===== config.mk =====
export PLATFORM = sky130hd
export DESIGN_NAME = mario_sprite_drawer
export DESIGN_NICKNAME = d
export VERILOG_FILES = /design/src/rtl/mario_sprite_drawer.sv
export SDC_FILE = /design/constraint.sdc
export NUM_CORES = 1
export LEC_CHECK = 0
export ABC_AREA = 1
export CORE_UTILIZATION = 50
export CTS_CLUSTER_SIZE = 8
export DETAILED_ROUTE_END_ITERATION = 8
export PLACE_DENSITY = 0.75
export SLEW_MARGIN = 10
export SYNTH_ARGS = -nofsm -noshare
export SYNTH_HDL_FRONTEND = slang
export SYNTH_SLANG_ARGS = --single-unit

===== constraint.sdc =====
create_clock -name clock -period 3 [get_ports clock]
set_input_delay 0.3 -clock clock [delete_from_list [all_inputs] [get_ports clock]]
set_output_delay 0.3 -clock clock [all_outputs]
set_load 0.02 [all_outputs]

===== src/rtl/mario_sprite_drawer.sv =====
// mario_sprite_drawer
//   Takes the Mario top-left position from the position register and redraws
//   the sprite into the 160x120 VGA framebuffer. The sprite at the previously
//   drawn position is first painted over with the background colour. The
//   sprite is then drawn at the new position from a synchronous sprite ROM,
//   one pixel per clock. Pixels that fall off screen are not plotted, but
//   they still take their clock cycle.
//
// Ports
//   clock       in   system clock, rising edge
//   reset       in   asynchronous active-high reset
//   start       in   redraw request, only looked at while idle
//   pos_x/pos_y in   new sprite top-left, captured together with start
//   busy        out  frame update in progress
//   done        out  single-cycle pulse when the update has finished
//   rom_addr    out  sprite ROM address (row*SPR_W + col)
//   rom_data    in   sprite ROM colour, valid one cycle after rom_addr
//   vga_x/vga_y out  registered plot coordinates
//   vga_colour  out  registered plot colour
//   vga_plot    out  plot strobe, one pixel per high cycle
module mario_sprite_drawer #(
    parameter int          SPR_W     = 8,
    parameter int          SPR_H     = 8,
    parameter int          INIT_X    = 4,
    parameter int          INIT_Y    = 89,
    parameter logic [2:0]  BG_COLOUR = 3'b011,
    parameter logic [2:0]  TRANSP    = 3'b000,
    parameter int          SCR_W     = 160,
    parameter int          SCR_H     = 120,
    localparam int         ADDR_W    = $clog2(SPR_W * SPR_H)
) (
    input  logic              clock,
    input  logic              reset,
    input  logic              start,
    input  logic [7:0]        pos_x,
    input  logic [7:0]        pos_y,
    output logic              busy,
    output logic              done,
    output logic [ADDR_W-1:0] rom_addr,
    input  logic [2:0]        rom_data,
    output logic [7:0]        vga_x,
    output logic [6:0]        vga_y,
    output logic [2:0]        vga_colour,
    output logic              vga_plot
);

    localparam int NPIX  = SPR_W * SPR_H;
    localparam int CNT_W = $clog2(NPIX + 2);

    typedef enum logic [1:0] {
        S_IDLE,
        S_ERASE,
        S_DRAW,
        S_DONE
    } state_t;

    state_t             state;
    state_t             next_state;
    logic [CNT_W-1:0]   cnt;
    logic [CNT_W-1:0]   next_cnt;
    logic [7:0]         old_x;
    logic [7:0]         old_y;
    logic [7:0]         new_x;
    logic [7:0]         new_y;
    logic               first;

    logic [CNT_W-1:0]   pix_idx;
    logic [CNT_W-1:0]   col;
    logic [CNT_W-1:0]   row;
    logic [7:0]         base_x;
    logic [7:0]         base_y;
    logic [8:0]         sum_x;
    logic [8:0]         sum_y;
    logic               on_screen;
    logic               draw_slot;
    logic               plot_now;
    logic [2:0]         plot_colour;

    // State and pixel counter register. Reset drops straight back to idle,
    // which abandons any frame that is in progress.
    always_ff @(posedge clock or posedge reset) begin
        if (reset) begin
            state <= S_IDLE;
            cnt   <= '0;
        end else begin
            state <= next_state;
            cnt   <= next_cnt;
        end
    end

    // Next-state logic. In ERASE the counter is the pixel index itself.
    // In DRAW the counter leads the plotted pixel by one, because the ROM
    // needs a cycle to respond. DRAW therefore runs NPIX+2 cycles. The first
    // of these is the pipeline bubble and the last one is the trailing cycle
    // before done.
    always_comb begin
        next_state = state;
        next_cnt   = cnt;
        case (state)
            S_IDLE: begin
                if (start) begin
                    next_state = first ? S_DRAW : S_ERASE;
                    next_cnt   = '0;
                end
            end
            S_ERASE: begin
                if (cnt == CNT_W'(NPIX - 1)) begin
                    next_state = S_DRAW;
                    next_cnt   = '0;
                end else begin
                    next_cnt = cnt + 1'b1;
                end
            end
            S_DRAW: begin
                if (cnt == CNT_W'(NPIX + 1)) begin
                    next_state = S_DONE;
                    next_cnt   = '0;
                end else begin
                    next_cnt = cnt + 1'b1;
                end
            end
            S_DONE: begin
                next_state = S_IDLE;
            end
            default: begin
                next_state = S_IDLE;
            end
        endcase
    end

    // Works out which pixel is being plotted this cycle and where it lands.
    // Coordinates are added at 9 bits, so an off-screen pixel is clipped
    // rather than wrapped round to the left or top edge.
    always_comb begin
        pix_idx     = (state == S_DRAW) ? cnt - 1'b1 : cnt;
        col         = pix_idx % CNT_W'(SPR_W);
        row         = pix_idx / CNT_W'(SPR_W);
        base_x      = (state == S_DRAW) ? new_x : old_x;
        base_y      = (state == S_DRAW) ? new_y : old_y;
        sum_x       = {1'b0, base_x} + 9'(col);
        sum_y       = {1'b0, base_y} + 9'(row);
        on_screen   = (sum_x < 9'(SCR_W)) && (sum_y < 9'(SCR_H));
        draw_slot   = (state == S_DRAW) && (cnt != '0) && (cnt <= CNT_W'(NPIX));
        plot_now    = ((state == S_ERASE) && on_screen) ||
                      (draw_slot && on_screen && (rom_data != TRANSP));
        plot_colour = (state == S_ERASE) ? BG_COLOUR : rom_data;
    end

    assign busy = (state == S_ERASE) || (state == S_DRAW);
    assign done = (state == S_DONE);

    // Position bookkeeping. The new position is frozen when a redraw is
    // accepted. It becomes the "old" position only once the frame has
    // finished, so a reset mid-frame leaves the next frame treated as the
    // first one.
    always_ff @(posedge clock or posedge reset) begin
        if (reset) begin
            old_x <= 8'(INIT_X);
            old_y <= 8'(INIT_Y);
            new_x <= '0;
            new_y <= '0;
            first <= 1'b1;
        end else begin
            if (state == S_IDLE && start) begin
                new_x <= pos_x;
                new_y <= pos_y;
            end
            if (state == S_DONE) begin
                old_x <= new_x;
                old_y <= new_y;
                first <= 1'b0;
            end
        end
    end

    // Plot port and ROM address registers. The coordinates and colour change
    // only on a real plot, so clipped positions never show up on vga_x/vga_y.
    always_ff @(posedge clock or posedge reset) begin
        if (reset) begin
            vga_plot   <= 1'b0;
            vga_x      <= '0;
            vga_y      <= '0;
            vga_colour <= '0;
            rom_addr   <= '0;
        end else begin
            vga_plot <= plot_now;
            if (plot_now) begin
                vga_x      <= sum_x[7:0];
                vga_y      <= sum_y[6:0];
                vga_colour <= plot_colour;
            end
            rom_addr <= (next_state == S_DRAW && next_cnt < CNT_W'(NPIX))
                        ? next_cnt[ADDR_W-1:0] : '0;
        end
    end

endmodule


## After elaboration in Yosys (flattened, before gate mapping)

Cells that the tools add are included.

- $add $sub $neg: 4
- Order comparisons: 4
- Equal/unequal tests: 6
- Multiplexer cells: 14
- Reduce and logical (&&, ||, !) cells: 13

Operator list:

| operator | count |
|---|---|
| $mux W7 | 4 |
| $pmux W7 S3 | 1 |
| $mux W8 | 2 |
| $add A8 B3 Y9 | 1 |
| $add A8 B4 Y9 | 1 |
| $lt A9 B7 Y1 const B | 1 |
| $lt A9 B8 Y1 const B | 1 |
| $logic_and A1 B1 Y1 | 8 |
| $mux W2 | 4 |
| $pmux W2 S4 | 1 |
| $add A7 B1 Y7 const B | 1 |
| $eq A7 B6 Y1 const B | 1 |
| $eq A7 B7 Y1 const B | 1 |
| $le A7 B7 Y1 const B | 1 |
| $lt A7 B7 Y1 const B | 1 |
| $reduce_bool A7 Y1 | 1 |
| $sub A7 B1 Y7 const B | 1 |
| $eq A2 B2 Y1 const B | 3 |
| $mux W6 | 1 |
| $mux W3 | 1 |
| $reduce_bool A3 Y1 | 1 |
| $eq A2 B1 Y1 const B | 1 |
| $logic_not A2 Y1 | 1 |
| $logic_or A1 B1 Y1 | 2 |

- Flip-flop bits (word level): 67
- Bits of input ports: 22
- Output and inout port bits: 27
- Logic and storage cells: 53

## Depth between registers and ports, before layout

Gate-level depths: netlist of run 1.

- Depth after elaboration: 8
- Depth in mapped cells: 22
- Mapped depth without buffers: 18

## Least setup slack after synthesis of run 1

OpenSTA, ideal clock, no wires.

- Path type: register to register
- Start point: reg state[0]
- End point: reg vga_x[7]
- Setup time: 0.117 ns
- Arrival: 3.091 ns
- Required time: 2.883 ns
- Setup slack: -0.208 ns
- Cell stages (with the launch flop): 21
- Path buffers: 4
- Clock period less this slack: 3.208 ns
- Path through: dfrtp_1 > inv_1 > ha_1 > buf_2 > buf_2 > clkbuf_1 > nand2_1 > o21ai_0 > ha_1 > inv_1 > fa_1 > nand3b_1 > nand2_1 > nand3_1 > nand2_1 > nand2_1 > nand3_4 > nand3_4 > buf_6 > nand2_1 > nand2_1

- Longest elaborated chain between the ends: 8
- Elaborated cells between the ends (all ways): 16
- Classes of those cells: add/sub: 2; order compare: 2; eq/ne: 2; mux: 3; reduce/logical: 7

RTL lines:

| item | RTL line | RTL |
|---|---|---|
| start, declared | 57 | `state_t state;` |
| start signal, assigned | 86 | `state <= next_state;` |
| $eq A2 B2 Y1 | - |  |
| $mux W8 (tied with other cells) | 138 | `base_x = (state == S_DRAW) ? new_x : old_x;` |
| $add A8 B3 Y9 / $add A8 B4 Y9 (equally long branches) | 140, 141 |  |
| $lt A9 B8 Y1 / $lt A9 B7 Y1 (equally long branches) | 142 | `on_screen = (sum_x < 9'(SCR_W)) && (sum_y < 9'(SCR_H));` |
| $logic_and A1 B1 Y1 | 142 |  |
| $logic_and A1 B1 Y1 (2 in a row) | 145 | `(draw_slot && on_screen && (rom_data != TRANSP));` |
| $logic_or A1 B1 Y1 | 144 | `plot_now = ((state == S_ERASE) && on_screen) \|\|` |
| end signal, assigned | 188 | `vga_x <= sum_x[7:0];` |
| end, declared | 41 | `output logic [7:0] vga_x,` |

Parallel ways exist; a longest one is shown, timed or not.
A chain may end at the register's enable or synchronous reset.

## Final worst setup path of run 1

- Start point: reg state[0]
- End point: reg vga_y[3]

- Longest elaborated chain between the ends: 8
- Elaborated cells between the ends (all ways): 16
- Classes of those cells: add/sub: 2; order compare: 2; eq/ne: 2; mux: 3; reduce/logical: 7

RTL lines:

| item | RTL line | RTL |
|---|---|---|
| $eq A2 B2 Y1 | - |  |
| $mux W8 (tied with other cells) | 138 |  |
| $add A8 B3 Y9 / $add A8 B4 Y9 (equally long branches) | 140, 141 |  |
| $lt A9 B8 Y1 / $lt A9 B7 Y1 (equally long branches) | 142 |  |
| $logic_and A1 B1 Y1 | 142 |  |
| $logic_and A1 B1 Y1 (2 in a row) | 145 |  |
| $logic_or A1 B1 Y1 | 144 |  |
| end signal, assigned | 189 | `vga_y <= sum_y[6:0];` |
| end, declared | 42 | `output logic [6:0] vga_y,` |

Parallel ways exist; a longest one is shown, timed or not.

==> flow_summary_export.csv, run 1 <==
group,metric,value,unit
routing,drtIter0Drc,232,
setup_path,worst_ep_arrival_time,3.03,ns
place,place.gp.congestion,0.890,
grt,grt_max_degree,33,
timing,slew_headroom,80.0,%
power,power.total,1.70,mW
place,hpwlAfterDp,5830,µm
timing,period_needed,2.81,ns
final_layout,num-fill-cells,665,
hold_path,hold_path_class,"in -> async",
timing,hold_violations,0,
logic_synthesis,yosysTopAreaCellShare,40.4,%
timing,finClkSkew,0.0131,ns
logic_synthesis,ys_seq_area_share,44.6,%
timing,setup_violations,0,
clock_tree,cts_root_buf,"clkbuf_8",
routing,vias,3149,
final_layout,diodes,0,
logic_synthesis,synthCells,472,
setup_path,crit_type,"reg -> reg",
grt,antenna_found_initial,0,
logic_synthesis,synth_area_per_cell,8.00,µm²
routing,wirelength,7830,µm
floorplan,start_util,51.8,%
grt,grt_first_pass_wirelength,13300,µm
clock_tree,cts_buffers,9,
grt,overflow,0,
power,ir_drop,0.000241,V
logic_synthesis,synthTopCellsByArea,"dfrtp_1 40%, nand2_1 12%, inv_1 7.4%",
setup_path,path_max_fanout,23,
setup_path,regToRegStartpoint,"state[0]",
clock_tree,insertion_delay,0.34,ns
floorplan,fp-row-count,31,
routing,dr.pass1.iters,4,
logic_synthesis,ys.warnings.count,0,
final_layout,final_util,64.7,%
power,p_leak,2.35,nW
timing,period_share,93.8,%
logic_synthesis,synth_largest_area_cell,"dfrtp_1",
clock_tree,cts_max_level,3,
place,dpl-instance-area,4420,µm²
timing,fmax,355,MHz
job,cap_violations,0,
final_layout,design_area,4720,µm²
routing,ant_nets,0,
grt,grt_pass1_vias,2910,
floorplan,core_area,7290,µm²
floorplan,ios,49,
logic_synthesis,synth_cell_types,30,
setup_path,critical_path.startpoint_type,"flip-flop",
clock_tree,clkSinkCount,67,
outcome,status,"complete, no violations",
logic_synthesis,synth_fp_nets,511,
routing,viasPerCell,4.94,
floorplan,chipWidth,88.9,µm
power,powerDensity,359,nW/µm²
timing,worst_pin_slew,0.299,ns
clock_tree,cts_tree,"built",
timing,drv_slew,0,
clock_tree,clkTransAtPathRegs,0.07,ns
logic_synthesis,syn-cell-area,3770,µm²
logic_synthesis,synth_seq_cells,67,
floorplan,dieHeight,88.9,µm
setup_path,startpoint,"state[0]",
setup_path,cp.required,3.22,ns
floorplan,die_area,7900,µm²
timing,whs,0.229,ns
routing,wire_per_inst,12.3,µm
routing,drcViolationCount,0,
final_layout,fin_nets,573,
place,io_buffer_count,48,
setup_path,end_kind,"flip-flop",
grt,grt_use_total,22.1,%
final_layout,area_growth,24.9,%
clock_tree,clk_path_buf_depth,2,
final_layout,drive_gt1_share,15.0,%
-- synthesized netlist by cell type --
cell and instances:
xnor2_1 4, buf_6 2, nor2_1 38, o21ai_1 2, dfrtp_1 61, ha_1 15, xor2_1 9, nand4_1 22
nor2_4 1, dfstp_2 6, nand2_2 14, o21ai_0 26, inv_1 74, nand2_4 1, a22oi_1 1, clkbuf_1 7
nand3b_1 4, nand3_4 2, nand3_1 18, nor3_1 3, inv_2 4, nor2_8 1, nand2_1 120, a31oi_1 4
mux2_2 7, fa_1 2, o22ai_1 3, nor2_2 1, buf_2 5, a21oi_1 15
-- area by class of cell --
type	count	area, µm²	share of cell area [%]
well taps	99	124	2.63
flip-flops and latches	67	1690	35.7
clock inverters	2	37.5	0.796
inverters	78	293	6.21
repair buffers	64	633	13.4
multi-input cells	314	1790	38.0
clock buffers	14	153	3.24
-- state kept, by name, summed over array words and instances, names as in the netlist --
signal,count
state,2
vga_colour,3
old_y,8
new_y,8
vga_x,8
vga_y,7
vga_plot,1
rom_addr,6
old_x,8
first,1
new_x,8
cnt,7
-- worst paths after layout --
kind	endpoint	slack, ns	cells past startpoint
setup / recovery	vga_y[3]	0.19	19
hold / removal	rom_addr[5]	0.23	2
setup reg to reg	vga_y[3]	0.19	19
hold reg to reg	first	0.44	2
max in group asynchronous	old_y[6]	2.11	3
min in group clock	first	0.44	2
-- cell usage in the layout (no fill, tap or decap), drive strengths merged, types with 4 or more instances in the layout --
master and count:
a21oi 15, a31oi 4, buf 16, clkbuf 14, clkdlybuf4s50 48, dfrtp 61
dfstp 6, ha 15, inv 78, mux2 7, nand2 135, nand3 21
nand3b 4, nand4 22, nor2 41, o21ai 28, xnor2 4, xor2 9
-- power breakdown --
part | internal [mW] | total, mW | switching, mW
registers | 0.903 | 0.903 | 0
clock network | 0.409 | 0.741 | 0.333
logic | 0.0277 | 0.0504 | 0.0227
-- kinds of logic (layout without fill, tap and decap cells) --
logic type | Yosys count | after routing | synth area share, %
buffers and inverters | 92 | 158 | 9.71
flip-flops | 67 | 67 | 44.6
AO/OA/AOI/OAI | 51 | 51 | 7.06
AND/OR/NAND/NOR | 225 | 226 | 27.5
XOR/XNOR | 13 | 13 | 3.02
multiplexers | 7 | 7 | 2.09
adder cells (fa/ha/maj) | 17 | 17 | 6.03
-- layer usage --
layer  global-route usage [%]  part of all wire (%)  vias up
met1                     29.5                    46     1467
met4                     7.92                   1.5        0
li1                         -                     -     1610
met5                        0                     0        -
met2                     36.5                    49       62
met3                     3.88                   3.5       10
-- worst max-delay path, stage by stage (launching register included) --
cell and delay (ns):
dfrtp_1 0.40, inv_2 0.10, ha_4 0.17, buf_12 0.16, nand2_1 0.06, o21ai_0 0.08
ha_1 0.19, inv_1 0.05, fa_1 0.40, inv_1 0.08, a21oi_1 0.08, nor2_1 0.14
nand2_1 0.07, nand2_1 0.06, nand2_1 0.07, nand2_1 0.10, nand2_4 0.08, buf_4 0.20
nand4_1 0.12, nand2_1 0.07
-- through the flow --
stage	cells	setup WS [ns]	TNS, ns
detailed placement	616	-0.0156	-0.0845
CTS	634	0.000321	0
global route	638	-0.0642	-0.671
global placement	616	0.0915	0
floorplan	472	0.00227	0
finish	638	0.186	0
-- what timing repair did --
item	4_1_cts	5_1_grt
setup endpoints to repair	17	19
resized for setup	1	19
buffers inserted	1	4
pin swaps	0	5
cloned	1	0
hold buffers	0	0
(Power assumes the default switching activity.)
==> run 2, diff against run 1 <==
- DONT_BUFFER_PORTS: unset -> 1
- PLACE_DENSITY: 0.75 -> 0.67
==> run 2 against run 1 <==
  * First-iteration DRC count decreased by 38%
  * Design area decreased by 11%
  * Via count decreased by 7.0%
  * Largest cell class unchanged
  * Sequential power about the same
  * Largest power group unchanged
  * Hold slack got worse by 0.14 ns
  * Cell count decreased by 8.2%
  * Routed wire length decreased by 3.3%
==> flow_summary_export.csv, run 2 (synthesized netlist as in run 1, its figures left out) <==
group,metric,value,unit
timing,period_share,92.5,%
place,place_inst,566,
place,place.gp.congestion,0.855,
job,cap_violations,0,
power,powerDensity,400,nW/µm²
grt,antenna_found_initial,0,
timing,drv_slew,0,
place,hpwlAfterDp,5400,µm
grt,overflow,0,
power,p_leak,2.16,nW
clock_tree,insertion_delay,0.36,ns
routing,wire_per_inst,12.9,µm
setup_path,path_max_fanout,18,
floorplan,dieHeight,88.9,µm
timing,hold_violations,0,
setup_path,end_kind,"flip-flop",
floorplan,die_area,7900,µm²
final_layout,fin_cells,586,
floorplan,fp-row-count,31,
setup_path,r2r_slack,0.23,ns
hold_path,worstHoldEndpoint,"new_x[0]",
outcome,status,"complete, no violations",
power,internal_power,1.29,mW
clock_tree,cts_tree,"built",
timing,whs,0.0869,ns
setup_path,worst_ep_arrival_time,3.02,ns
power,ir_drop,0.000241,V
clock_tree,clkSinkCount,67,
timing,setup_violations,0,
grt,grt_use_total,20.6,%
timing,finClkSkew,0.00661,ns
routing,viasPerCell,5.00,
timing,slew_headroom,66.6,%
timing,period_needed,2.77,ns
floorplan,start_util,51.8,%
routing,ant_nets,0,
hold_path,min-delay-start,"pos_x[0]",
floorplan,chipWidth,88.9,µm
place,io_buffer_count,0,
grt,grt_max_degree,46,
routing,wirelength,7570,µm
setup_path,regToRegStartpoint,"cnt[1]",
setup_path,r2r_cells,14,
final_layout,design_area,4210,µm²
power,combPwrFrac,1.4,%
routing,drtIter0Drc,144,
routing,dr.pass1.iters,4,
grt,grt_first_pass_wirelength,12300,µm
hold_path,hold_path_class,"in -> reg",
final_layout,area_growth,11.6,%
setup_path,crit_type,"reg -> reg",
clock_tree,clk_path_buf_depth,2,
hold_path,hold-path-cell-count,1,
final_layout,final_common_cell,"nand2_1",
final_layout,num-fill-cells,710,
final_layout,fin_nets,521,
clock_tree,cts_buffers,9,
routing,vias,2929,
floorplan,core_area,7290,µm²
timing,fmax,360,MHz
floorplan,ios,49,
grt,grt_pass1_vias,2687,
power,swShare,23.5,%
routing,drcViolationCount,0,
setup_path,critical_path.startpoint_type,"flip-flop",
place,dpl-instance-area,3920,µm²
power,clkPwrFrac,45.0,%
clock_tree,clkTransAtPathRegs,0.08,ns
final_layout,diodes,0,
clock_tree,cts_max_level,3,
final_layout,layout_common_cells,"120 x nand2_1, 72 x inv_1, 61 x dfrtp_1, 36 x nor2_1",
clock_tree,cts_root_buf,"clkbuf_8",
power,p_switching,0.395,mW
final_layout,drive_gt1_share,15.6,%
setup_path,r2r-end,"vga_y[3]",
timing,worst_pin_slew,0.501,ns
power,power_frac_seq,53.6,%
setup_path,cp.required,3.24,ns
## run 2: cell types whose count changed in the layout (fill, tap and decap cells not counted), sizes merged
cell / previous run / this run
clkbuf: 14 / 9
clkinv: 0 / 4
clkinvlp: 1 / 2
clkdlybuf4s50: 48 / 0
dlygate4sd3: 0 / 1
buf: 16 / 11
## run 2: power groups by stage
stage               registers (mW)  logic (mW)  clock network [mW]
finish                       0.903      0.0234               0.757
global route                 0.903      0.0284               0.802
CTS                          0.903      0.0254               0.766
detailed placement           0.920      0.0242                   0
global placement             0.920      0.0231                   0
floorplan                    0.920      0.0150                   0
## run 2: how the worst max path moves through the flow
stage	from	to	slack, ns
finish	cnt[1]	vga_y[3]	0.23
global route	cnt[1]	vga_x[2]	-0.01
CTS	state[0]	vga_y[3]	0.05
floorplan	state[0]	vga_x[7]	0.002
detailed placement	state[0]	vga_y[3]	0.06
global placement	state[0]	vga_y[6]	0.12
## run 2: metrics by stage
step | utilization, % | TNS, ns | total power [mW] | setup WS, ns
finish | 57.8 | 0 | 1.68 | 0.226
global route | 57.8 | -0.0237 | 1.73 | -0.0141
CTS | 56.5 | 0 | 1.69 | 0.0490
detailed placement | 53.8 | 0 | 0.944 | 0.0565
global placement | 53.8 | 0 | 0.943 | 0.123
floorplan | - | 0 | 0.935 | 0.00227
## run 2: layout make-up
| cell class | instances | area, µm² | share of cell area, % |
|---|---|---|---|
| Inverter | 78 | 293 | 6.95 |
| Tap cell | 99 | 124 | 2.94 |
| Clock buffer | 9 | 124 | 2.94 |
| Multi-Input combinational cell | 314 | 1790 | 42.4 |
| Clock inverter | 7 | 68.8 | 1.63 |
| Timing Repair Buffer | 12 | 133 | 3.15 |
| Sequential cell | 67 | 1680 | 40.0 |
## run 2: timing repair
item,4_1_cts,5_1_grt
gates resized for setup,0,18
hold endpoints to repair,22,0
endpoints found under the setup margin,0,19
buffers inserted,0,2
hold buffers,1,0
## run 2: worst max-delay path, cell delays in order (launching register included)
cell,delay [ns]
dfrtp_1,0.43
inv_1,0.13
ha_1,0.20
nand3_2,0.14
xor2_2,0.22
inv_1,0.08
fa_1,0.45
nand3b_1,0.19
nand2_1,0.13
nand4_1,0.09
nand2_1,0.13
nand3_4,0.12
buf_8,0.18
nand4_1,0.09
nand2_1,0.06
## run 2: metal layers
layer	routed length (µm)	track usage (%)	share of wire, %	up-vias
li1	-	-	-	1508
met1	3650	28.9	48	1340
met2	3340	31.0	44	69
met3	442	3.79	5.8	12
met4	141	9.38	1.9	0
met5	0	0	0	-
